## src/rtl/uart_tx_serializer_pkg.sv

```systemverilog
// -----------------------------------------------------------------------------
// uart_tx_serializer_pkg
//   Shared UART types and helpers for the transmit serializer and receiver.
//   - uart_baud_rate_t : supported line rates; each enumerator's value is the
//                        rate in bit/s.
//   - uart_tx_state_t  : transmit FSM states.
//   - uart_cpb()       : integer clocks-per-bit, rounded to nearest.
//   - is_pow2()        : power-of-two test for elaboration-time checks.
// -----------------------------------------------------------------------------
package uart_tx_serializer_pkg;

    typedef enum logic [31:0] {
        BR_9600   = 32'd9600,
        BR_19200  = 32'd19200,
        BR_38400  = 32'd38400,
        BR_57600  = 32'd57600,
        BR_115200 = 32'd115200
    } uart_baud_rate_t;

    typedef enum logic [1:0] {
        UTX_IDLE,
        UTX_START,
        UTX_DATA,
        UTX_STOP
    } uart_tx_state_t;

    // Adding half the baud rate first turns the truncating divide into round-to-nearest.
    function automatic int unsigned uart_cpb(int unsigned clk_hz, uart_baud_rate_t br);
        int unsigned baud;
        baud = br;
        return (clk_hz + baud / 2) / baud;
    endfunction

    function automatic bit is_pow2(int unsigned v);
        return (v != 0) && ((v & (v - 1)) == 0);
    endfunction

endpackage

```

## src/rtl/sync_fifo.sv

```systemverilog
// -----------------------------------------------------------------------------
// sync_fifo
//   Single-clock first-word-fall-through FIFO. o_rdata always shows the head
//   entry while o_empty is low. Pushes are ignored when full, pops when empty.
//   Ports:
//     i_clk    : clock
//     i_rst_n  : synchronous active-low reset (clears pointers and count)
//     i_push   : write i_wdata this cycle
//     i_wdata  : write data
//     i_pop    : discard the head entry this cycle
//     o_rdata  : head entry
//     o_full   : DEPTH entries stored
//     o_empty  : no entries stored
// -----------------------------------------------------------------------------
module sync_fifo #(
    parameter int unsigned DW    = 8,
    parameter int unsigned DEPTH = 4
) (
    input  logic          i_clk,
    input  logic          i_rst_n,
    input  logic          i_push,
    input  logic [DW-1:0] i_wdata,
    input  logic          i_pop,
    output logic [DW-1:0] o_rdata,
    output logic          o_full,
    output logic          o_empty
);

    localparam int unsigned AW = (DEPTH > 2) ? $clog2(DEPTH) : 1;
    localparam int unsigned CW = AW + 1;

    logic [DW-1:0] r_mem [DEPTH];
    logic [AW-1:0] r_wr_ptr;
    logic [AW-1:0] r_rd_ptr;
    logic [CW-1:0] r_count;
    logic          w_do_push;
    logic          w_do_pop;

    assign o_full    = (r_count == CW'(DEPTH));
    assign o_empty   = (r_count == '0);
    assign o_rdata   = r_mem[r_rd_ptr];
    assign w_do_push = i_push && !o_full;
    assign w_do_pop  = i_pop && !o_empty;

    // DEPTH is a power of two, so the pointers wrap naturally.
    always_ff @(posedge i_clk) begin
        if (!i_rst_n) begin
            r_wr_ptr <= '0;
            r_rd_ptr <= '0;
            r_count  <= '0;
        end else begin
            if (w_do_push) begin
                r_wr_ptr <= r_wr_ptr + 1'b1;
            end
            if (w_do_pop) begin
                r_rd_ptr <= r_rd_ptr + 1'b1;
            end
            case ({w_do_push, w_do_pop})
                2'b10:   r_count <= r_count + 1'b1;
                2'b01:   r_count <= r_count - 1'b1;
                default: r_count <= r_count;
            endcase
        end
    end

    always_ff @(posedge i_clk) begin
        if (w_do_push) begin
            r_mem[r_wr_ptr] <= i_wdata;
        end
    end

endmodule

```

## src/rtl/uart_tx_serializer.sv

```systemverilog
// -----------------------------------------------------------------------------
// uart_tx_serializer
//   UART transmit path: bytes accepted over a valid/ready port are buffered
//   in a small FIFO and sent as 8N1 frames, LSB first, at a fixed baud rate.
//   Ports:
//     clk         : core clock
//     rst_n       : synchronous active-low reset
//     send_valid  : byte offered by the core
//     send_data   : byte to transmit (sampled only on the handshake)
//     send_ready  : byte accepted when send_valid && send_ready (= !fifo_full)
//     tx_ready    : UART_CTRL.tx_ready, identical to send_ready
//     busy        : frame in progress or bytes still buffered
//     serial_out  : TX line, idles high
// -----------------------------------------------------------------------------
module uart_tx_serializer
    import uart_tx_serializer_pkg::*;
#(
    parameter int unsigned     CLOCK_FREQ = 100_000_000,
    parameter uart_baud_rate_t BAUD_RATE  = BR_115200,
    parameter int unsigned     FIFO_DEPTH = 4
) (
    input  logic       clk,
    input  logic       rst_n,
    input  logic       send_valid,
    input  logic [7:0] send_data,
    output logic       send_ready,
    output logic       tx_ready,
    output logic       busy,
    output logic       serial_out
);

    localparam int unsigned CPB = uart_cpb(CLOCK_FREQ, BAUD_RATE);
    localparam int unsigned BW  = (CPB > 2) ? $clog2(CPB) : 1;

    generate
        if (CPB < 2) begin : g_bad_cpb
            $error("uart_tx_serializer: clocks per bit must be at least 2");
        end
        if (!is_pow2(FIFO_DEPTH) || (FIFO_DEPTH < 2)) begin : g_bad_depth
            $error("uart_tx_serializer: FIFO_DEPTH must be a power of two >= 2");
        end
    endgenerate

    uart_tx_state_t r_state;
    uart_tx_state_t w_state_next;
    logic [BW-1:0]  r_baud;
    logic [BW-1:0]  w_baud_next;
    logic [2:0]     r_bit;
    logic [2:0]     w_bit_next;
    logic [7:0]     r_shift;
    logic [7:0]     w_shift_next;
    logic           r_serial;
    logic           w_serial_next;

    logic           w_tick;
    logic           w_pop;
    logic           w_ready;
    logic           w_push;
    logic           w_fifo_full;
    logic           w_fifo_empty;
    logic [7:0]     w_fifo_rdata;

    // Gating with rst_n keeps ready low for the whole reset, not only after
    // the first reset edge has cleared the FIFO count.
    assign w_ready    = rst_n && !w_fifo_full;
    assign w_push     = send_valid && w_ready;
    assign send_ready = w_ready;
    assign tx_ready   = w_ready;
    assign serial_out = r_serial;
    assign w_tick     = (r_baud == BW'(CPB - 1));

    sync_fifo #(
        .DW    (8),
        .DEPTH (FIFO_DEPTH)
    ) u_fifo (
        .i_clk   (clk),
        .i_rst_n (rst_n),
        .i_push  (w_push),
        .i_wdata (send_data),
        .i_pop   (w_pop),
        .o_rdata (w_fifo_rdata),
        .o_full  (w_fifo_full),
        .o_empty (w_fifo_empty)
    );

    // State register and datapath registers.
    always_ff @(posedge clk) begin
        if (!rst_n) begin
            r_state  <= UTX_IDLE;
            r_baud   <= '0;
            r_bit    <= '0;
            r_shift  <= '0;
            r_serial <= 1'b1;
        end else begin
            r_state  <= w_state_next;
            r_baud   <= w_baud_next;
            r_bit    <= w_bit_next;
            r_shift  <= w_shift_next;
            r_serial <= w_serial_next;
        end
    end

    // Next-state logic. The line level is registered from the next state, so
    // serial_out changes on the same edge as the state it belongs to.
    always_comb begin
        w_state_next = r_state;
        w_baud_next  = w_tick ? '0 : r_baud + 1'b1;
        w_bit_next   = r_bit;
        w_shift_next = r_shift;

        case (r_state)
            UTX_IDLE: begin
                w_baud_next = '0;
                if (w_pop) begin
                    w_shift_next = w_fifo_rdata;
                    w_bit_next   = '0;
                    w_state_next = UTX_START;
                end
            end
            UTX_START: begin
                if (w_tick) begin
                    w_state_next = UTX_DATA;
                end
            end
            UTX_DATA: begin
                if (w_tick) begin
                    w_shift_next = {1'b0, r_shift[7:1]};
                    w_bit_next   = r_bit + 3'd1;
                    if (r_bit == 3'd7) begin
                        w_state_next = UTX_STOP;
                    end
                end
            end
            UTX_STOP: begin
                if (w_tick) begin
                    if (w_pop) begin
                        w_shift_next = w_fifo_rdata;
                        w_bit_next   = '0;
                        w_state_next = UTX_START;
                    end else begin
                        w_state_next = UTX_IDLE;
                    end
                end
            end
            default: begin
                w_state_next = UTX_IDLE;
            end
        endcase

        case (w_state_next)
            UTX_START: w_serial_next = 1'b0;
            UTX_DATA:  w_serial_next = w_shift_next[0];
            default:   w_serial_next = 1'b1;
        endcase
    end

    // Outputs of the current state.
    always_comb begin
        w_pop = 1'b0;
        if (!w_fifo_empty) begin
            if (r_state == UTX_IDLE) begin
                w_pop = 1'b1;
            end else if ((r_state == UTX_STOP) && w_tick) begin
                w_pop = 1'b1;
            end
        end
        busy = (r_state != UTX_IDLE) || !w_fifo_empty;
    end

endmodule
```

## config.mk

```make
export PLATFORM = sky130hd
export DESIGN_NAME = uart_tx_serializer
export DESIGN_NICKNAME = d
export VERILOG_FILES = /design/src/rtl/uart_tx_serializer_pkg.sv /design/src/rtl/sync_fifo.sv /design/src/rtl/uart_tx_serializer.sv
export SDC_FILE = /design/constraint.sdc
export NUM_CORES = 1
export LEC_CHECK = 0
export ABC_CLOCK_PERIOD_IN_PS = 2800
export BUFFER_PORTS_ARGS = -buffer_cell sky130_fd_sc_hd__buf_2
export CORE_MARGIN = 2
export CORE_UTILIZATION = 50
export CTS_CLUSTER_DIAMETER = 30
export DETAILED_ROUTE_END_ITERATION = 10
export PLACE_DENSITY = 0.78
export SLEW_MARGIN = 20
export SYNTH_ARGS = -nofsm -noshare
export SYNTH_HDL_FRONTEND = slang
export SYNTH_SLANG_ARGS = --single-unit
```

## constraint.sdc

```tcl
create_clock -name clk -period 2.8 [get_ports clk]
set_input_delay 0.42 -clock clk [delete_from_list [all_inputs] [get_ports clk]]
set_output_delay 0.42 -clock clk [all_outputs]
set_load 0.02 [all_outputs]
```

Word level (Yosys, flattened, before mapping)
Memory sizes are Yosys's and may differ from the RTL's. A register that Yosys moved wholly into a read port is not among the register bits.
Index checks and enable logic that the tools add are counted.

storage, ports and cells
  register bits after elaboration = 31
  memory bits (writable) = 32
  logic and storage cells = 68
  memories kept = 1

cells by class
  add/sub/neg operators = 6
  equality and inequality tests = 12
  multiplexer cells = 24
  bitwise operators = 1
  reduce and logical (&&, ||, !) cells = 15

memories
  name          depth  bits a word  rd ports  clocked after Yosys merged registers in  write ports  line             RTL
  u_fifo.r_mem  4      8            1         1                                        1            sync_fifo.sv:32  logic [DW-1:0] r_mem [DEPTH];

operators by type and width
  kind                     count
  $mux W8                  3
  $pmux W8 S3              1
  $mux W2                  7
  $add A10 B1 Y10 const B  1
  $eq A10 B10 Y1 const B   1
  $mux W3                  3
  $pmux W3 S3              1
  $eq A2 B2 Y1 const B     4
  $pmux W2 S4              1
  $add A3 B1 Y3 const B    2
  $eq A2 B1 Y1 const B     3
  $eq A3 B3 Y1 const B     2
  $mux W1                  6
  $pmux W3 S2              1
  $logic_and A1 B1 Y1      5
  $add A2 B1 Y2 const B    2
  $ne A2 B2 Y1 const B     2
  $reduce_bool A2 Y1       2
  $logic_not A3 Y1         1
  $reduce_and A3 Y1        1
  $reduce_bool A3 Y1       1
  $reduce_or A3 Y1         1
  $sub A3 B1 Y3 const B    1
  $logic_not A1 Y1         2
  4 further kinds          4

Depth between registers and ports, before layout
  word-level depth = 10
  depth in mapped cells = 11
  mapped depth without buffers = 10

By module
A second synthesis with hierarchy kept.

second synthesis, totals
  cell total of the unflattened synthesis = 269
  area total of the unflattened synthesis = 3030.4 sq um

modules (own cells, without submodules)
  module              instances  cells each  area an instance (sq um)  sequential area each (sq um)
  sync_fifo           1          96          1644.1                    1141.1
  uart_tx_serializer  1          173         1386.3                    480.5

Worst setup path after synthesis
OpenSTA, ideal clock, no wires.

  kind = input to register
  start = input port rst_n
  end = register u_fifo.r_count[2]
  setup time = 0.071 ns
  arrival = 2.583 ns
  required time = 2.729 ns
  slack = 0.146 ns
  cell stages on the path = 11
  path buffers = 1
  path through = clkbuf_1 > inv_1 > a31oi_1 > and2_1 > inv_1 > ha_1 > inv_1 > fa_1 > xor2_1 > or3_1 > a21oi_1

on the way
  longest elaborated chain between the ends = 5
  elaborated cells on any way between the ends = 7
  classes of those cells = eq/ne: 2; mux: 1; reduce/logical: 4

RTL lines
  element                                            line                      RTL
  start: declaration                                 uart_tx_serializer.sv:23  input logic rst_n,
  $logic_and A1 B1 Y1 *                              uart_tx_serializer.sv:65  assign w_ready = rst_n && !w_fifo_full;
  net send_ready                                     uart_tx_serializer.sv:26  output logic send_ready,
  $logic_and A1 B1 Y1 *                              uart_tx_serializer.sv:66  assign w_push = send_valid && w_ready;
  $logic_and A1 B1 Y1 *                              sync_fifo.sv:42           assign w_do_push = i_push && !o_full;
  $eq A2 B1 Y1 or $eq A2 B2 Y1 (tied branches)       sync_fifo.sv:58           case ({w_do_push, w_do_pop})
  $pmux W3 S2 or $reduce_bool A2 Y1 (tied branches)  n/a
  end signal: assignment                             sync_fifo.sv:59           2'b10: r_count <= r_count + 1'b1;
  end signal: assignment                             sync_fifo.sv:60           2'b01: r_count <= r_count - 1'b1;
  end signal: assignment                             sync_fifo.sv:61           default: r_count <= r_count;
  end: declaration                                   sync_fifo.sv:35           logic [CW-1:0] r_count;

The timed path passes the listed nets; every way through them passes the cells marked *.
A chain may end at the register's enable or synchronous reset.

Final worst setup path
  start = register r_baud[0]
  end = register u_fifo.r_count[2]

on the way
  longest elaborated chain between the ends = 8
  elaborated cells on any way between the ends = 10
  classes of those cells = eq/ne: 3; mux: 4; reduce/logical: 3

RTL lines
  element                                            line                       RTL
  start: declaration                                 uart_tx_serializer.sv:46   logic [BW-1:0] r_baud;
  start signal: assignment                           uart_tx_serializer.sv:96   r_baud <= w_baud_next;
  $eq A10 B10 Y1 *                                   uart_tx_serializer.sv:70   assign w_tick = (r_baud == BW'(CPB - 1));
  $logic_and A1 B1 Y1 *                              uart_tx_serializer.sv:163  end else if ((r_state == UTX_STOP) && w_tick) begin
  $mux W1 *                                          uart_tx_serializer.sv:163
  $mux W1 *                                          uart_tx_serializer.sv:161  if (r_state == UTX_IDLE) begin
  $mux W1 *                                          uart_tx_serializer.sv:160  if (!w_fifo_empty) begin
  $logic_and A1 B1 Y1 *                              sync_fifo.sv:43            assign w_do_pop = i_pop && !o_empty;
  net u_fifo.w_do_pop                                sync_fifo.sv:37            logic w_do_pop;
  $eq A2 B1 Y1 or $eq A2 B2 Y1 (tied branches)       sync_fifo.sv:58
  $pmux W3 S2 or $reduce_bool A2 Y1 (tied branches)  n/a

Marks and branches as above.

==> results.txt <==
- The first global-routing pass estimated just under 8 mm of wire.
- For this run, the number of Yosys warnings is 0.
* Largest net degree at the start of global routing: 14
- Die Footprint: about 0.006 mm^2
- Summing the areas of all compound-gate instances in the mapped netlist gives roughly a tenth of the synthesized area.
- Number of max-slew violations in the final report: 0
* Number of antenna violations at the first check in global routing: 0
* Clock power frac: approximately 28%
* Via density per instance: between 5 and 6
- Total global routing track utilization: about 17%
* Root buf cell: sky130_fd_sc_hd__clkbuf_8
* PortBufs: 14
- Avg Inst Size Synth: approximately 12 um^2
- Power share of the sequential group: a little over two fifths
- Initial cell density of the core: roughly 50%
* Postcts setup bufs: 0
- Summing the areas of all fa, ha and maj instances in the mapped netlist gives around 4.4% of the synthesized area.
- Sequential elements use around three fifths of the synthesized area.
- At the worst endpoint, the arrival time is between 2 and 3 ns.
- Top cells by area in the synthesized netlist: sky130_fd_sc_hd__edfxtp_1 35%, sky130_fd_sc_hd__dfxtp_1 24%, sky130_fd_sc_hd__mux4_2 6.5%
* Final routed wire length divided by cell count: between 10 and 15 um
* Final hold violations: 0
- TritonCTS built the clock tree.
- The path class of the tightest hold or removal check is input port to flop.
- After global routing the overflow that remains totals 0.
- Via Count: around 1700
- Proportion of netlist area held by the largest area contributor: about a third
- Post-CTS repair changed the size of 0 cells.
- Internal power of the cells: roughly 0.0019 W
- Power spread over the standard cell area amounts to 912 mW/mm^2.
- Met3 routing resource usage after global routing: 5.52%
- Cts hold-fix bufs: 0
- Peak Freq: 377 MHz
* Sw Ratio: 33.3%
- Leading cell type by number of instances after synthesis: sky130_fd_sc_hd__dfxtp_1
- In the routed design, unresolved DRC markers number 0.
* Clock net sink count: 65
- Of the post-synthesis cell area, the part taken by muxes is 7.67%.
- In this run, the number of DRC markers left after iteration 0 of detailed routing was 117.
* Number of global-route vias before repair: between 1500 and 2000
- In this run the power spent charging and discharging nets is ~0.00095 W.
* Floorplan die width: 78.3 um
* Met2 usage: a little over a quarter
- The number of clock buffers added by TritonCTS is 9.
* HPWL after detailed placement: about 3.1 mm
- Boundary pin count: 15
- For the worst-skew pair, the clock arrives at the later sink with an insertion delay of between 0.3 and 0.4 ns.
- Routed Wire Length: around 4.5 mm
- The core region is about 0.0054 mm^2.
* Number of nets with antenna violations after detailed routing: 0
* Met1 Use GR: between 20% and 30%
* Count of mapped cells out of synthesis: between 200 and 250
- Relative to the synthesized area, the layout overhead comes to 13.0%.
* Data required time of the worst path: about 3.1 ns
* Largest area contributor in the synthesized netlist: sky130_fd_sc_hd__edfxtp_1
- The flow ran to the end, and the final reports show no timing, DRC or antenna violations.
* Gr busiest metal: met2
- Xor-xnor portion of the synthesized cell area: between 4 and 5%
* Unrepaired setup endpoints after global routing: no
- Count of state elements after synthesis: 65
* Main combinational cell family by area after synthesis: simple AND/OR/NAND/NOR gates
- Clock-pin transition on the worst setup and hold timing paths: roughly 0.07 ns
- After synthesis the cells add up to approximately 0.0028 mm^2.
- Remaining max-slew budget at the tightest pin: a little over half
- Routability congestion estimate: approximately 0.85
- The number of nets handed over by synthesis was approximately 250.
- The worst setup path is launched from a flop.
- STA classifies the critical path endpoint as a flop.
* Top FF cell, synth: sky130_fd_sc_hd__dfxtp_1
* Share of cells above drive strength 1: around a fifth
- The finished layout holds between 300 and 400 standard cells, fillers aside.
* Start-to-end type of the worst setup path: flop to flop
* Die Ht: between 70 and 80 um
* Total Neg Setup Slack: 0 ns
* Std-Cell Rows: 27
- Setup clock skew after layout: around 0.0053 ns
- List of most frequent post-synthesis cells: 33 x sky130_fd_sc_hd__dfxtp_1, 32 x sky130_fd_sc_hd__edfxtp_1, 24 x sky130_fd_sc_hd__nor2_1
* Dpl cells: 309
- In this run the number of H-tree levels came out at 3.
- Max-cap violations in this run came to 0.
* Leakage: roughly 1.1 nW
- PnR Total Power: between 0.002 and 0.003 W
* Final setup violating endpoints: 0
- The first detailed-routing pass took 4 iterations.
- Of all nets on the critical path, the largest fanout is 4.
- Number of enable flip-flop cells after synthesis: 32
- Of the total synthesized cell area, the portion taken by AND, OR, NAND and NOR gates is roughly an eighth.
* Post-layout nets: between 200 and 300
- Max clock buf depth: 2
- Final critical delay including setup and external delays: 2.65 ns
- The repair_antennas step left the layout with diodes totalling 0.
- In the synthesized netlist the async set-or-reset flop fraction comes to 0%.
- Number of unique standard cell types used by synthesis: 43
- Max IR drop VDD: between 500 and 600 uV
- Share of total power in combinational logic: between 20% and 30%
* Tightest Pin Transition: 0.715 ns
- After layout, the worst path uses 94.6% of the clock period.
==> layout make-up <==
cell class,instances,area [um^2]
tap,72,90.1
timing repair buffer,20,115
clock inverter,7,76.3
sequential,65,1620
inverter,11,41.3
multi-input combinational,141,1050
clock buffer,9,124
fill,453,2290
==> power by group through the flow <==
stage / Sequential, W / Combinational [W] / Clock [W]
after global routing: 0.00125 / 0.000907 / 0.000858
after global placement: 0.00125 / 0.000781 / 0
after CTS: 0.00124 / 0.000802 / 0.000818
after floorplan: 0.00122 / 0.000631 / 0
after detailed placement: 0.00126 / 0.000797 / 0
final: 0.00124 / 0.000799 / 0.000805
==> placed cells by master (no fill, tap or decap), drive strengths merged, types with 3 or more instances in the layout <==
cell,n
mux4,8
nand2,15
a21oi,6
a31oi,3
ha,8
edfxtp,32
or3,4
a22oi,7
nor3,6
buf,20
xnor2,9
xor2,4
inv,15
dfxtp,33
o21ai,12
nand3,7
clkbuf,9
nor2,24
and3,6
==> worst max-delay path: stages (launching register included) <==
cell                        delay, ns
sky130_fd_sc_hd__dfxtp_1         0.39
sky130_fd_sc_hd__ha_1            0.22
sky130_fd_sc_hd__nand4bb_1       0.15
sky130_fd_sc_hd__or3_4           0.40
sky130_fd_sc_hd__a21oi_2         0.19
sky130_fd_sc_hd__ha_1            0.21
sky130_fd_sc_hd__inv_1           0.06
sky130_fd_sc_hd__fa_1            0.37
sky130_fd_sc_hd__xor2_1          0.15
sky130_fd_sc_hd__or3_1           0.30
sky130_fd_sc_hd__a21oi_1         0.15
==> flip-flops by register name (all words and copies together), names as in the netlist, named ones only <==
name	count
u_fifo.r_mem	32
r_baud	10
r_shift	8
r_bit	3
u_fifo.r_count	3
r_state	2
u_fifo.r_rd_ptr	2
u_fifo.r_wr_ptr	2
serial_out	1
==> metal layers <==
layer / share of wire [%] / up-vias
met1: 46 / 812
met2: 48 / 27
met3: 3.8 / 9
met4: 1.9 / 0
li1: - / 868
met5: 0 / -
==> metrics by stage <==
stage               instance area (um^2)  utilization (%)  hold slack [ns]  setup slack (ns)
floorplan                           2760                -            0.425             0.146
global placement                    2910             53.9            0.443             0.238
detailed placement                  2910             53.9            0.445             0.117
CTS                                 3110             57.6            0.276            0.0997
global route                        3120             57.6            0.275            0.0294
finish                              3120             57.6            0.287             0.150
==> worst paths after layout <==
kind,startpoint,end,slack [ns],depth (start not counted)
worst max register to register,r_baud[0],u_fifo.r_count[2],0.15,10
worst min register to register,r_shift[4],r_shift[4],0.46,2
worst min-delay path,send_data[6],u_fifo.r_mem[0][6],0.29,1
worst max-delay path,r_baud[0],u_fifo.r_count[2],0.15,10
==> cells by family after synthesis <==
| group | after synthesis |
|---|---|
| AO/OA/AOI/OAI | 40 |
| XOR/XNOR | 13 |
| adder cells (fa/ha/maj) | 9 |
| buffers and inverters | 21 |
| flip-flops | 65 |
| multiplexers | 11 |
| AND/OR/NAND/NOR | 68 |
No activity file was read; power rests on OpenSTA's default activity.
